**config.mk**
```make
export PLATFORM = sky130hd
export DESIGN_NAME = btn_press_classifier
export DESIGN_NICKNAME = d
export VERILOG_FILES = /design/src/rtl/btn_press_classifier.sv
export SDC_FILE = /design/constraint.sdc
export NUM_CORES = 1
export LEC_CHECK = 0
export ABC_AREA = 1
export CAP_MARGIN = 40
export CORE_AREA = 4 4 98 100
export CTS_BUF_LIST = sky130_fd_sc_hd__clkbuf_4
export DETAILED_ROUTE_END_ITERATION = 10
export DIE_AREA = 0 0 102 104
export HOLD_SLACK_MARGIN = 0.06
export MAX_ROUTING_LAYER = met4
export SLEW_MARGIN = 10
export SYNTH_ARGS = -nofsm -noshare
export SYNTH_HDL_FRONTEND = slang
export SYNTH_SLANG_ARGS = --single-unit
```
**constraint.sdc**
```tcl
create_clock -name clk -period 2.65 [get_ports clk]
set_input_delay 0.795 -clock clk [delete_from_list [all_inputs] [get_ports clk]]
set_output_delay 0.795 -clock clk [all_outputs]
set_load 0.05 [all_outputs]
```
**src/rtl/btn_press_classifier.sv**
```systemverilog
// Turns a debounced button level into short-press, long-press and auto-repeat
// single-cycle events, plus a busy flag while a press is being timed.
module btn_press_classifier #(
    parameter int unsigned MIN_CYCLES    = 500,
    parameter int unsigned LONG_CYCLES   = 15000,
    parameter int unsigned REPEAT_CYCLES = 5000,
    parameter int unsigned CNT_W         = 24
) (
    input  logic clk,
    input  logic rst,
    input  logic boton_in,
    output logic pulso_corto,
    output logic pulso_largo,
    output logic pulso_rep,
    output logic ocupado
);

    localparam logic [CNT_W-1:0] MIN_C  = CNT_W'(MIN_CYCLES);
    localparam logic [CNT_W-1:0] LONG_C = CNT_W'(LONG_CYCLES);
    localparam logic [CNT_W-1:0] REP_C  = CNT_W'(REPEAT_CYCLES);
    localparam logic [CNT_W-1:0] ONE_C  = CNT_W'(1);
    localparam bit               REP_ON = (REPEAT_CYCLES != 0);

    typedef enum logic [1:0] {
        ESPERA_SUELTA,
        REPOSO,
        PRESION,
        LARGO
    } state_t;

    state_t           state, state_nx;
    logic [CNT_W-1:0] cnt, cnt_nx;
    logic [CNT_W-1:0] rep_cnt, rep_nx;
    logic             corto_nx, largo_nx, rep_pulse_nx, ocupado_nx;

    // State, counters and registered event outputs
    always_ff @(posedge clk) begin
        if (rst) begin
            state       <= ESPERA_SUELTA;
            cnt         <= '0;
            rep_cnt     <= '0;
            pulso_corto <= 1'b0;
            pulso_largo <= 1'b0;
            pulso_rep   <= 1'b0;
            ocupado     <= 1'b0;
        end else begin
            state       <= state_nx;
            cnt         <= cnt_nx;
            rep_cnt     <= rep_nx;
            pulso_corto <= corto_nx;
            pulso_largo <= largo_nx;
            pulso_rep   <= rep_pulse_nx;
            ocupado     <= ocupado_nx;
        end
    end

    // Next state and next-cycle event decisions
    always_comb begin
        state_nx     = state;
        cnt_nx       = cnt;
        rep_nx       = rep_cnt;
        corto_nx     = 1'b0;
        largo_nx     = 1'b0;
        rep_pulse_nx = 1'b0;

        case (state)
            ESPERA_SUELTA: begin
                if (!boton_in) begin
                    state_nx = REPOSO;
                end
            end
            REPOSO: begin
                if (boton_in) begin
                    state_nx = PRESION;
                    cnt_nx   = ONE_C;
                end
            end
            PRESION: begin
                if (boton_in) begin
                    cnt_nx = cnt + ONE_C;
                    if (cnt + ONE_C == LONG_C) begin
                        largo_nx = 1'b1;
                        rep_nx   = '0;
                        state_nx = LARGO;
                    end
                end else begin
                    state_nx = REPOSO;
                    corto_nx = (cnt >= MIN_C) && (cnt < LONG_C);
                end
            end
            LARGO: begin
                if (boton_in) begin
                    if (REP_ON) begin
                        if (rep_cnt + ONE_C == REP_C) begin
                            rep_pulse_nx = 1'b1;
                            rep_nx       = '0;
                        end else begin
                            rep_nx = rep_cnt + ONE_C;
                        end
                    end
                end else begin
                    state_nx = REPOSO;
                end
            end
            default: begin
                state_nx = ESPERA_SUELTA;
            end
        endcase

        ocupado_nx = (state_nx == PRESION) || (state_nx == LARGO);
    end

endmodule

```
==> flow_metrics.py <==
metrics = {
    "routing": {
        "first_pass_iters": 4,
        "drt_iter0_markers": 173,
        "wl_um": 9700,
        "vias": 3843,
        "route.detailed.drc": 0,
        "antenna_left": 0,
        "wire_per_inst_um": 12.6,
        "vias_per_cell": 5.01,
    },
    "cts": {
        "clk_latency_ns": 0.39,
        "cts_root_buffer": "clkbuf_4",
        "cts_resized": 0,
        "cts.sinks": 53,
        "cts_max_level": 2,
        "clk_path_buf_depth": 2,
        "cts_buffers": 5,
        "post-cts-setup-buffer-count": 0,
        "hold_buffers": 0,
        "cts_tree": "yes",
        "clkSlewWorstSetupHoldPaths_ns": 0.17,
    },
    "setup_path": {
        "r2r_cells": 13,
        "r2r_end": "rep_cnt[1]",
        "crit_path_end": "ocupado",
        "cp-start-kind": "flip-flop",
        "critical_path_cell_count": 1,
        "cp_slowest_cell": "clkdlybuf4s50_1",
        "startpoint": "ocupado",
        "end_kind": "primary output",
        "crit_path_max_fanout": 6,
        "path_delay_family": "buffers and inverters",
        "worstPathRequired_ns": 1.86,
        "critPathKind": "flip-flop to primary output",
        "crit_chain": "clkdlybuf4s50_1",
        "cp.arrival_ns": 1.68,
        "path_buf_inv": 1,
        "r2r_start": "rep_cnt[1]",
        "r2r_setup_slack_ns": 0.21,
        "slowest_delay_ns": 0.84,
    },
    "logic_synthesis": {
        "syn_avg_cell_area_um2": 5.85,
        "synth_top_cells_by_count": "nand2_1, nor2_1, inv_1, nand3_1, dfxtp_1",
        "ys_seq_area_share_pct": 27.6,
        "synth_area_mm2": 0.00385,
        "ys_warn_count": 0,
        "ys_types": 30,
        "synth_top_area_cell": "dfxtp_1",
        "ys_async_sr_fraction_pct": 0,
        "yosysMostFrequentCell": "nand2_1",
        "netlist.area_leader.share_pct": 27.6,
        "netlist_instances": 658,
        "yosys_most_used_dff": "dfxtp_1",
        "yosys-top-cells-area": "dfxtp_1, nand2_1, nor2_1",
        "synth_edf_count": 0,
        "synth-seq-cells": 53,
        "synth_nets": 669,
    },
    "floorplan": {
        "io_pins": 7,
        "die_h_um": 104,
        "core-area_mm2": 0.00868,
        "die_w_um": 102,
        "start_util_pct": 44.3,
        "rows": 34,
        "die-area_mm2": 0.0106,
    },
    "power_and_ir_drop": {
        "p_total_mw": 1.34,
        "p_sw_mw": 0.387,
        "p_int_mw": 0.951,
        "p_leak_nw": 1.51,
        "clockPowerShare_pct": 29.7,
        "pwr-share-comb_pct": 9.3,
        "swShare_pct": 28.9,
        "seq_power_share_pct": 61.0,
        "power.density_mw_per_mm2": 329,
        "ir_drop_v": 0.000160,
    },
    "global_route": {
        "antenna_found_initial": 0,
        "grt.total_usage_pct": 19.3,
        "grt_pass1_wl_um": 16600,
        "grt_overflow": 0,
        "grt_pass1_vias": 3520,
        "grt_max_degree": 29,
    },
    "timing": {
        "fin_skew_ns": 0.0273,
        "slew_headroom_pct": 54.1,
        "max_freq_mhz": 404,
        "setup_slack_ns": 0.175,
        "finalSetupViolations": 0,
        "finalMaxSlewViolations": 0,
        "finalHoldViolations": 0,
        "period_share_pct": 93.4,
        "fin_hold_ws_ns": 0.500,
        "fin_crit_ns": 2.47,
        "tightest_slew_ns": 0.688,
    },
    "final_layout": {
        "final_cell_area_mm2": 0.00407,
        "area_growth_pct": 5.92,
        "drive_above_1_share_pct": 6.07,
        "antennaDiodeCount": 0,
        "final_nets": 669,
        "final-instance-count-excl-fill": 767,
    },
    "hold_path": {
        "min_path_type": "flip-flop to flip-flop",
    },
    "place": {
        "postPlaceCellArea_mm2": 0.00398,
        "placed_cells": 759,
        "gp_congestion": 0.916,
        "numPortBuffers": 6,
        "place_ws_ns": 0.0594,
        "hpwl_um": 7380,
    },
    "run": {
        "max-cap-violations": 0,
    },
    "outcome": {
        "outcome": "complete, no violations",
    },
}
==> metal layers <==
metal  GRT usage, %  part of all wire (%)  up-vias
li1               -                     -     2099
met1           23.7                    45     1695
met2           33.6                    51       36
met3           2.62                   1.9       13
met4           4.03                   1.4        0
met5              -                     0        -
==> state kept, by name, indices dropped and copies added, names as in the netlist <==
| signal | cells |
|---|---|
| cnt | 24 |
| rep_cnt | 24 |
| pulso_rep | 1 |
| pulso_largo | 1 |
| pulso_corto | 1 |
| state | 1 |
| ocupado | 1 |
==> power by group through the flow <==
stage                     registers (mW)  logic, mW  clock network, mW
after floorplan                    0.834     0.0878                  0
after global routing               0.819      0.139              0.460
after global placement             0.832      0.121                  0
after CTS                          0.816      0.123              0.424
final                              0.816      0.124              0.398
after detailed placement           0.832      0.123                  0
==> placed cells by master (no fill, tap or decap), drive strengths merged <==
master and n:
o31ai 2, inv 74, buf 10, nor4 3
nand2 228, nand3 55, a31oi 2, a21oi 49
clkdlybuf4s50 5, ha 8, nand3b 9, o21ai 8
xor2 10, dfxtp 53, clkbuf 5, nor3 6
o22ai 2, o41ai 1, nand4 20, nor2 104
clkinvlp 1, o311ai 1, clkinv 2, xnor2 1
==> worst min-delay path by stage <==
| stage | startpoint | end | slack (ns) | cells past startpoint |
|---|---|---|---|---|
| 5_1_grt | rep_cnt[20] | rep_cnt[20] | 0.54 | 2 |
| 3_3_place_gp | rep_cnt[23] | rep_cnt[23] | 0.47 | 2 |
| 4_1_cts | rep_cnt[23] | rep_cnt[23] | 0.50 | 2 |
| 6_report | rep_cnt[17] | rep_cnt[17] | 0.50 | 2 |
| 2_1_floorplan | rep_cnt[23] | rep_cnt[23] | 0.45 | 2 |
| 3_5_place_dp | rep_cnt[23] | rep_cnt[23] | 0.48 | 2 |
==> final cells by class <==
type	count	area, µm²
Fill cell	977	4600
Sequential cell	53	1070
Multi-Input combinational cell	509	2410
Clock inverter	3	25.0
Tap cell	108	135
Clock buffer	5	37.5
Inverter	74	278
Timing Repair Buffer	15	123
==> cells by family (layout without fill, tap and decap cells) <==
kind of cell               after synthesis  after routing  share of synthesized area [%]
AOI/OAI and AO/OA                       65             65                           8.91
xor gates and xnor gates                11             11                           2.50
adders and majority gates                8              8                           2.60
buffers and inverters                   96             97                           10.4
DFF                                     53             53                           27.6
and+or+nand+nor                        425            425                           48.0
==> per-stage QoR <==
step	TNS [ns]	utilization [%]
after global routing	-0.00327	46.9
final	0	46.9
after detailed placement	0	45.9
after global placement	0	45.9
after floorplan	0	-
after CTS	0	46.6
(Power assumes the default switching activity.)
==> patch, RTL diff (same settings) <==
`CNT_W`: 24 -> 12.
--- a/src/rtl/btn_press_classifier.sv
+++ b/src/rtl/btn_press_classifier.sv
@@ -4,7 +4,7 @@
     parameter int unsigned MIN_CYCLES    = 500,
     parameter int unsigned LONG_CYCLES   = 15000,
     parameter int unsigned REPEAT_CYCLES = 5000,
-    parameter int unsigned CNT_W         = 24
+    parameter int unsigned CNT_W         = 12
 ) (
     input  logic clk,
     input  logic rst,
Check against the original RTL: same outputs for any inputs over 10 cycles, from zero or initial values and one cycle with rst high; that may be too few to reach the edited logic, so the function may still have changed.
==> patch against the original RTL <==
Sequential cell count fell by 24. Sequential share of layout area fell by 0.55 points. Hold slack improved by 0.019 ns. Area after synthesis fell by 47%. Core utilization fell by 21 points. Total power fell by 41%. Final area fell by 44%. Routed wire length fell by 51%. Worst setup slack improved by 0.082 ns. Non-clock buffer count fell by 6. Maximum frequency rose by 3.4%. Clock power fell by 33%. Final cell count fell by 42%. First-iteration DRC count fell by 61%. Largest power group unchanged.
==> patch: results (changes against the original RTL) <==
| Metric | Value |
|---|---|
| Status | `finished, final reports clean (unchanged)` |
| Routability Congestion | `0.8464 (was 0.9162)` |
| Met1 Use GR | `12.75% (was 23.67%)` |
| Largest regs | `cnt x12, rep_cnt x12 (was cnt x24, rep_cnt x24)` |
| Worst VDD drop | `0.1170 mV (was 0.1595 mV)` |
| Post-synth cell types | `26 (was 30)` |
| Final #Nets | `351 (was 669)` |
| Met2 wire length | `2.172 mm (was 4.993 mm)` |
| Met2 Use GR | `14.76% (was 33.57%)` |
| Static leakage | `0.0008516 uW (was 0.001514 uW)` |
| Antenna cells | `0 (unchanged)` |
| Total track usage | `9.672% (was 19.33%)` |
| Starting DRT DRC Count | `67 (was 173)` |
| Commonest cells in the netlist | `99 x nand2_1, 45 x inv_1, 32 x nor2_1, 31 x nand3_1, 29 x dfxtp_1 (was 220 x nand2_1, 95 x nor2_1, 73 x inv_1, 55 x nand3_1, 53 x dfxtp_1)` |
| Top Metal Used | `met4 (unchanged)` |
| Xor and xnor area share after synthesis | `0.4302% (was 2.505%)` |
| Sequential share of the synthesized area | `28.52% (was 27.59%)` |
| Compound-Gate Fraction of Synth Area | `10.02% (was 8.913%)` |
| Syn Nets | `342 (was 669)` |
| Placed cell area | `2217 sq um (was 3981 sq um)` |
| Power Dens Cells | `350.6 nW/um^2 (was 328.6 nW/um^2)` |
| Met1 WL | `2.395 mm (was 4.383 mm)` |
| Synth Area in Adders | `4.917% (was 2.602%)` |
| Synth Area per Inst | `6.150 sq um (was 5.845 sq um)` |
| Clk slew on worst S/H paths | `0.09 ns (was 0.17 ns)` |
| Largest net degree at the start of global routing | `22 (was 29)` |
| Met3 Use GR | `2.280% (was 2.616%)` |
| Gate power share | `9.6% (was 9.3%)` |
| Pint | `573.0 uW (was 951.5 uW)` |
| Total vias in the final route | `2007 (was 3843)` |
| Fraction of layout cells with a size suffix above 1 | `8.529% (was 6.070%)` |
| First-pass GRT wire length | `8.349 mm (was 16.57 mm)` |
| Placed cells | `441 (was 759)` |
| Vias in the first global route | `1823 (was 3520)` |
| Fill cell count | `1004 (was 977)` |
| Fin area | `2266 sq um (was 4074 sq um)` |
| Pre-CTS setup slack | `0.3754 ns (was 0.05940 ns)` |
| Skew-Pair Late Insertion Delay | `0.34 ns (was 0.39 ns)` |
| Avg WL per Cell | `10.52 microns (was 12.64 microns)` |
| Initial antenna violation count | `0 (unchanged)` |
| Metal3 WL | `132 microns (was 189 microns)` |
| Vias per inst | `4.480 (was 5.010)` |
| Slowest CP cell | `clkdlybuf4s50_1 (unchanged)` |
| Final HPWL DP | `3.504 mm (was 7.384 mm)` |
| Worst-Margin Slew | `0.4910 ns (was 0.6879 ns)` |
| Clk_skew | `0.008697 ns (was 0.02734 ns)` |
| Worst EP arrival | `1.60 ns (was 1.68 ns)` |
| CTS Root Cell | `clkbuf_4 (unchanged)` |
| Largest delay share family, worst path | `buffers and inverters (unchanged)` |
| Clock Power Share | `33.7% (was 29.7%)` |
| Ranking of synthesized cells by area | `dfxtp_1 29%, nand2_1 18%, inv_1 8.3% (was dfxtp_1 28%, nand2_1 21%, nor2_1 9.3%)` |
patch: cell types whose count changed in the layout (fill, tap and decap cells not counted), sizes merged, moves of 2 or more:
cell / unedited run / this run
inv: 74 / 45
nor4: 3 / 0
buf: 10 / 3
dfxtp: 53 / 29
nor2: 104 / 39
a21oi: 49 / 26
nand3: 55 / 34
nand3b: 9 / 3
nand2: 228 / 109
o22ai: 2 / 0
nand4: 20 / 12
xor2: 10 / 1
o21ai: 8 / 6
patch: worst paths after layout:
kind	startpoint	endpoint	slack, ns	cells past startpoint
hold / removal	rep_cnt[6]	rep_cnt[6]	0.52	2
setup / recovery	ocupado	ocupado	0.26	1
setup reg to reg	cnt[1]	rep_cnt[1]	0.64	12
hold reg to reg	rep_cnt[6]	rep_cnt[6]	0.52	2
patch: area by class of cell:
type | instances | area share, %
inverters | 45 | 7.454
clock buffers | 6 | 1.988
well taps | 108 | 5.964
repair buffers | 9 | 3.644
flip-flops and latches | 29 | 25.62
multi-input cells | 250 | 55.16
clock inverters | 1 | 0.1657
